--- src/rtl/pc_sequencer.sv ---
// ---------------------------------------------------------------------------
// pc_sequencer
//
// Multi-cycle instruction sequencer for a simple in-order core. It walks each
// instruction through FETCH -> DECODE -> EXECUTE -> UPDATE. It chooses the
// next program counter from trap, jump, taken branch or the sequential
// address. It also keeps a retired-instruction count and a sticky flag for
// misaligned redirect targets.
//
// Parameters:
//   RESET_VECTOR  first fetch address after reset
//   TRAP_VECTOR   redirect address on trap or misaligned jump/branch target
//
// Ports:
//   clk            system clock, rising-edge active
//   reset          asynchronous, active-high reset
//   pc             current program counter register value
//   fetch_ack      instruction memory returned the word for the pending fetch
//   stall          datapath hazard, holds the sequencer in EXECUTE
//   branch_taken   conditional branch resolved taken
//   branch_target  branch destination
//   jump           unconditional jump
//   jump_target    jump destination
//   trap           exception request, overrides stall
//   fetch_req      instruction fetch request at address pc
//   ir_write       strobe to latch the fetched instruction
//   pc_write       one-cycle enable for the PC register to load pc_next
//   pc_next        next PC value (registered redirect target)
//   misaligned     sticky flag, set when a jump/branch target is misaligned
//   state          current FSM state code, for debug
//   instret        count of retired instructions (wraps silently)
// ---------------------------------------------------------------------------
module pc_sequencer #(
  parameter logic [31:0] RESET_VECTOR = 32'h0000_0000,
  parameter logic [31:0] TRAP_VECTOR  = 32'h0000_0100
) (
  input  logic        clk,
  input  logic        reset,
  input  logic [31:0] pc,
  input  logic        fetch_ack,
  input  logic        stall,
  input  logic        branch_taken,
  input  logic [31:0] branch_target,
  input  logic        jump,
  input  logic [31:0] jump_target,
  input  logic        trap,
  output logic        fetch_req,
  output logic        ir_write,
  output logic        pc_write,
  output logic [31:0] pc_next,
  output logic        misaligned,
  output logic [2:0]  state,
  output logic [31:0] instret
);

  typedef enum logic [2:0] {
    BOOT    = 3'd0,
    FETCH   = 3'd1,
    DECODE  = 3'd2,
    EXECUTE = 3'd3,
    UPDATE  = 3'd4
  } state_t;

  state_t      state_q;
  logic        retire_q;
  logic [31:0] sel_target;
  logic        sel_misaligned;
  logic        sel_retire;

  assign state = state_q;

  // The instruction register must capture the word in the same cycle that
  // memory acknowledges it. The strobe therefore follows fetch_ack directly,
  // gated by the registered fetch request. fetch_req is only high in FETCH
  // and is cleared asynchronously by reset. So an ack seen outside FETCH, or
  // while reset is held, can never produce a strobe.
  assign ir_write = fetch_req & fetch_ack;

  // Redirect selection, in priority order: trap, jump, taken branch, then
  // sequential. A misaligned jump or branch target is steered to the trap
  // vector. The flag lets the FSM make misaligned sticky. A trap does not
  // retire an instruction. A misaligned redirect still retires one.
  always_comb begin
    sel_target     = pc + 32'd4;
    sel_misaligned = 1'b0;
    sel_retire     = 1'b1;
    if (trap) begin
      sel_target = TRAP_VECTOR;
      sel_retire = 1'b0;
    end else if (jump) begin
      if (jump_target[1:0] != 2'b00) begin
        sel_target     = TRAP_VECTOR;
        sel_misaligned = 1'b1;
      end else begin
        sel_target = jump_target;
      end
    end else if (branch_taken) begin
      if (branch_target[1:0] != 2'b00) begin
        sel_target     = TRAP_VECTOR;
        sel_misaligned = 1'b1;
      end else begin
        sel_target = branch_target;
      end
    end
  end

  // Main sequencer. All outputs except ir_write are registered alongside the
  // state. Each output therefore changes on the same edge that enters the
  // state it belongs to.
  //
  // BOOT uses pc_write itself as a sub-step. The first cycle in BOOT (straight
  // out of reset, or after recovering from an illegal code) raises pc_write.
  // The second cycle drops pc_write and moves to FETCH. This yields exactly
  // one RESET_VECTOR write, visible while the state still reads BOOT.
  //
  // pc_next doubles as the registered target. It only changes when entering
  // UPDATE or BOOT, so it holds steady through FETCH, DECODE and EXECUTE.
  always_ff @(posedge clk or posedge reset) begin
    if (reset) begin
      state_q    <= BOOT;
      fetch_req  <= 1'b0;
      pc_write   <= 1'b0;
      pc_next    <= RESET_VECTOR;
      misaligned <= 1'b0;
      instret    <= 32'd0;
      retire_q   <= 1'b0;
    end else begin
      case (state_q)
        BOOT: begin
          if (!pc_write) begin
            pc_write <= 1'b1;
            pc_next  <= RESET_VECTOR;
          end else begin
            pc_write  <= 1'b0;
            fetch_req <= 1'b1;
            state_q   <= FETCH;
          end
        end
        FETCH: begin
          if (fetch_ack) begin
            fetch_req <= 1'b0;
            state_q   <= DECODE;
          end
        end
        DECODE: begin
          state_q <= EXECUTE;
        end
        EXECUTE: begin
          if (trap || !stall) begin
            pc_next  <= sel_target;
            retire_q <= sel_retire;
            pc_write <= 1'b1;
            state_q  <= UPDATE;
            if (sel_misaligned) begin
              misaligned <= 1'b1;
            end
          end
        end
        UPDATE: begin
          pc_write  <= 1'b0;
          fetch_req <= 1'b1;
          state_q   <= FETCH;
          if (retire_q) begin
            instret <= instret + 32'd1;
          end
        end
        default: begin
          state_q   <= BOOT;
          pc_write  <= 1'b0;
          fetch_req <= 1'b0;
          pc_next   <= RESET_VECTOR;
        end
      endcase
    end
  end

endmodule

--- config.mk ---
export PLATFORM = sky130hd
export DESIGN_NAME = pc_sequencer
export DESIGN_NICKNAME = d
export VERILOG_FILES = /design/src/rtl/pc_sequencer.sv
export SDC_FILE = /design/constraint.sdc
export NUM_CORES = 1
export LEC_CHECK = 0
export ABC_AREA = 1
export ABC_CLOCK_PERIOD_IN_PS = 2020
export CORE_MARGIN = 2
export CORE_UTILIZATION = 38
export CTS_CLUSTER_DIAMETER = 40
export CTS_CLUSTER_SIZE = 28
export DETAILED_ROUTE_END_ITERATION = 10
export GPL_TIMING_DRIVEN = 0
export HOLD_SLACK_MARGIN = 0.06
export MAX_ROUTING_LAYER = met4
export PLACE_DENSITY = 0.8
export SKIP_CTS_REPAIR_TIMING = 1
export SLEW_MARGIN = 20
export SYNTH_ARGS = -nofsm -noshare
export SYNTH_HDL_FRONTEND = slang
export SYNTH_SLANG_ARGS = --single-unit
--- constraint.sdc ---
create_clock -name clk -period 2.02 [get_ports clk]
set_input_delay 0.303 -clock clk [delete_from_list [all_inputs] [get_ports clk]]
set_output_delay 0.303 -clock clk [all_outputs]
set_load 0.02 [all_outputs]
# Yosys cells after proc, flatten, opt, wreduce, memory -nomap -nowiden
# Index checks and enable logic that the tools add are counted.
word_totals:
  ff_bits: 71
  input_bits: 103
  output_inout_bits: 71
  wordCells: 60
op_classes:
  add_sub_neg: 2
  n_eq_ne: 8
  mux: 24
  bitwise_logic: 4
  n_reduce_logical: 15
op_table:
  columns: ["op", "count"]
  rows:
  - ["two-way mux 32 bit", 7]
  - ["one-hot mux 32 bit (3 select lines)", 1]
  - ["adder 32 x 1 -> 32 bit (second input constant)", 1]
  - ["adder 32 x 3 -> 32 bit (second input constant)", 1]
  - ["one-hot mux 3 bit (5 select lines)", 1]
  - ["AND reduction 3 bit", 4]
  - ["two-way mux 1 bit", 10]
  - ["two-way mux 3 bit", 3]
  - ["!= test 2 bit (second input constant)", 4]
  - ["== test 3 x 2 -> 1 bit (second input constant)", 2]
  - ["AND reduction 2 bit", 3]
  - ["one-hot mux 1 bit (4 select lines)", 1]
  - ["nonzero test 2 bit", 2]
  - ["OR reduction 2 bit", 2]
  - ["== test 3 x 1 -> 1 bit (second input constant)", 1]
  - ["== test 3 bit (second input constant)", 1]
  - ["logical NOT 3 bit", 1]
  - ["NOT 1 bit", 3]
  - ["one-hot mux 1 bit (3 select lines)", 1]
  - ["OR reduction 3 bit", 1]
  - ["AND 1 bit", 1]
  - ["logical NOT 1 bit", 1]
  - ["logical OR 1 bit", 1]

# Longest topological paths before layout
depth:
  depth_word: 7
  depth_mapped: 12
  mapped_depth_nobuf: 12

# Least setup slack after synthesis
# OpenSTA, ideal clock, no wires.
synth_path:
  path_kind: "register to register"
  from: "register state_q[2] (netlist: state[2])"
  to: "register instret[22]"
  setup_ns: 0.130
  arrival_time_ns: 1.568
  required_time_ns: 1.890
  path_slack_ns: 0.321
  stages_incl_launch_ff: 9
  n_path_buf: 0
  period_less_slack_ns: 1.699
  cell_sequence: "dfrtp_1 inv_1 nor3_4 nand2_2 nor2_4 nand2_2 nor2_4 nand2_1 xnor2_1"
synth_via:
  elab_chain_len: 2
synth_lines:
  columns: ["item", "line_no", "text"]
  rows:
  - ["start: declaration", "64", "state_t state_q;"]
  - ["start signal: assignment", "120", "state_q <= BOOT;"]
  - ["start signal: assignment", "136", "state_q <= FETCH;"]
  - ["start signal: assignment", "142", "state_q <= DECODE;"]
  - ["== test 3 bit", "128", "case (state_q)"]
  - ["AND reduction 2 bit (no line)", null, null]
  - ["end signal: assignment", "164", "instret <= instret + 32'd1;"]
  - ["end: declaration", "53", "output logic [31:0] instret"]
# Every way passes these cells.
# A chain may end at the register's enable or synchronous reset.

# Worst setup path after layout
layout_path:
  from: "input port pc[2]"
  to: "register pc_next[29]"
layout_via:
  elab_chain_len: 6
layout_lines:
  columns: ["item", "line_no", "text"]
  rows:
  - ["start: declaration", "39", "input logic [31:0] pc,"]
  - ["adder 32 x 3 -> 32 bit", "84", "sel_target = pc + 32'd4;"]
  - ["two-way mux 32 bit", "97", "end else if (branch_taken) begin"]
  - ["two-way mux 32 bit", "90", "end else if (jump) begin"]
  - ["two-way mux 32 bit", "87", "if (trap) begin"]
  - ["two-way mux 32 bit", "149", "if (trap || !stall) begin"]
  - ["one-hot mux 32 bit (3 select lines)", "128", null]
  - ["end signal: assignment", "150", "pc_next <= sel_target;"]
  - ["end: declaration", "50", "output logic [31:0] pc_next,"]
# Every way passes these cells. The select of a mux whose other input is x is not followed.

==> run summary <==
Status -> completed
Main synth FF type -> dfrtp_1
Root Buffer -> clkbuf_16
Power per cell area -> 710 nW/um^2
Gp weighted congestion -> 0.963
Vias in the first global route -> 4782
Full die area -> 13100 um^2
Post-route ant nets -> 0
Mean post-synth cell area -> 6.49 um^2
Final nets -> 1008
Synth Register Bits -> 71
Wirelength per Cell -> 14.2 um
Area leader, netlist -> dfrtp_1
Die height -> 115 um
Count of pins over their slew limit -> 0
I/O pin count -> 174
Critical path peak fanout -> 5
Tmin final -> 1960 ps
CP max stage cell -> clkdlybuf4s50_1
Final setup vio count -> 0
Initial core utilization -> 38.9%
Initial DRC count -> 389
Routed vias/inst -> 4.92
Crit path kind -> in -> reg
Setup Skew -> 3.82 ps
Peak supply drop -> 0.419 mV
Post-synthesis sequential area ratio -> 38.2%
Yosys cell types -> 32
Yosys Warn Count -> 0
Worst-Skew Late Latency -> 330 ps
RSZ-0062 raised after global routing -> true
Htree depth -> 3
WP data arrival -> 2190 ps
Max cap viols -> 0
Post-detail-place hpwl -> 12000 um
First-pass GRT wire length -> 23400 um
Most frequent cell after synthesis -> nand2_1
Critical path startpoint category -> input pin
Die Wd -> 115 um
Worst EP required -> 2250 ps
CTS Sinks -> 71
FF-to-FF End -> instret[16]
Cell Area, Synth -> 4650 um^2
Final Hold Viols -> 0
Finished Core Util -> 58.1%
Worst hold path class -> in -> async
Initial antenna violation count -> 0
Slack of the worst reg-to-reg path -> 140 ps
Area grow syn2layout -> 49.5%
Std cell rows -> 40
Post-synth top area share -> 38.2%
Syn_nets -> 821
EDFF count, synth -> 0
Top cells by area, synth -> dfrtp_1 (38%), nand2_1 (21%), nor2_1 (9.4%), inv_1 (6.1%), nand3_1 (5.5%)
Period utilization -> 97.2%
WL final -> 15000 um
Total GRT Usage -> 23.6%
Most used cell, CP -> nand2_1
DP Worst Slack -> -645 ps
CP max stage delay -> 510 ps
Core outline area -> 12000 um^2
Post-synthesis cell count -> 716
Layout cell share with drive strength beyond 1 -> 6.28%
Fraction of registers with async set or reset after synthesis -> 100%
Reg2Reg Depth -> 9
F_max -> 510 MHz
Max_slew headroom -> 56.1%
CTS tree -> built
Crit end category -> flip-flop
Port Buf Inserts -> 172
Worst setup margin -> 57.4 ps
Largest net degree at the start of global routing -> 32
Leak -> 3.22 nW
Reg clk slew, reported paths -> 60 ps
RR Startpoint -> state[1]
Worst-margin pin slew -> 659 ps
ANT cells -> 0
Total number of vias -> 5188
Detailed-route DRC error count -> 0
CTS Buffer Depth -> 2
Fill cells -> 1119
Crit path cell chain -> clkdlybuf4s50_1 > inv_1 > nor2_1 > nand2_1 > nor2_1 > nand2_1 > nand2_1 > nand3_1 > nand2_1 > nand2_1 > nand2_1 > nand2_1
Post-synth top cells -> nand2_1 (266), nor2_1 (117), inv_1 (75), dfrtp_1 (71), nand3_1 (51)
GRT overflow -> 0
TritonRoute pass-1 iters -> 5
Num CTS Buffers -> 9
[where the power goes]
part / switching [mW] / internal, mW
clock: 0.597 / 0.818
sequential: 0.148 / 1.61
combinational: 1.01 / 0.755
total: 1.76 / 3.18
[placed cells by master (no fill, tap or decap), drive strengths merged, types with 13 or more instances in the layout]
cell type      instances
nand2                268
inv                   74
nor3                  15
xor2                  16
nor2                 119
xnor2                 13
nand3                 51
clkdlybuf4s50        172
dfrtp                 71
o21ai                 35
clkbuf                20
[worst max path at each step]
stage                        start          end  slack [ps]  cells past startpoint
after floorplan           state[2]  instret[22]         320                      8
after global placement       pc[2]  pc_next[18]        -610                     12
after detailed placement     pc[2]  pc_next[18]        -650                     12
after CTS                    pc[2]  pc_next[18]        -300                     12
after global routing         pc[2]  pc_next[18]         -20                     12
final                        pc[2]  pc_next[29]          60                     12
[through the flow]
stage | TNS [ps] | power, mW | hold slack [ps] | cell area (um^2) | std cells
final | 0 | 4.94 | 360 | 6950 | 1055
after CTS | -618 | 4.93 | 364 | 6870 | 1053
after detailed placement | -7450 | 3.51 | 463 | 6610 | 1037
after floorplan | 0 | 2.66 | 441 | 4650 | 716
after global placement | -6330 | 3.48 | 450 | 6560 | 1035
after global routing | -27.2 | 5.21 | 401 | 6950 | 1055
[layout make-up]
class	count	area (um^2)	share of cell area, %
Clock inverter	7	40.0	0.576
Clock buffer	9	225	3.24
Tap cell	147	184	2.65
Timing Repair Buffer	176	1780	25.7
Buffer	17	82.6	1.19
Inverter	76	289	4.16
Sequential cell	71	1780	25.6
Multi-Input combinational cell	552	2570	37.0
[critical path: cells and delay by family]
family,cells,cell delay (ps)
buffers and inverters,2,560
and+or+nand+nor,10,1300
[logic make-up after synthesis]
group | Yosys count | share of synthesized area, %
AND/OR/NAND/NOR | 466 | 41.1
buffers and inverters | 93 | 7.80
flip-flops | 71 | 38.2
AO/OA/AOI/OAI | 55 | 6.84
XOR/XNOR | 29 | 5.46
adder cells (fa/ha/maj) | 2 | 0.538
[flip-flops by register name (all words and copies together), names as in the netlist]
signal	cells
instret	32
pc_next	32
state	3
fetch_req	1
misaligned	1
pc_write	1
retire_q	1
[routing by layer]
layer / wire, um / global-route usage, %
met1: 6650 / 29.8
met4: 282 / 8.29
met2: 7080 / 39.1
met3: 957 / 3.02
met5: 0 / -
No activity file was read; power rests on OpenSTA's default activity.
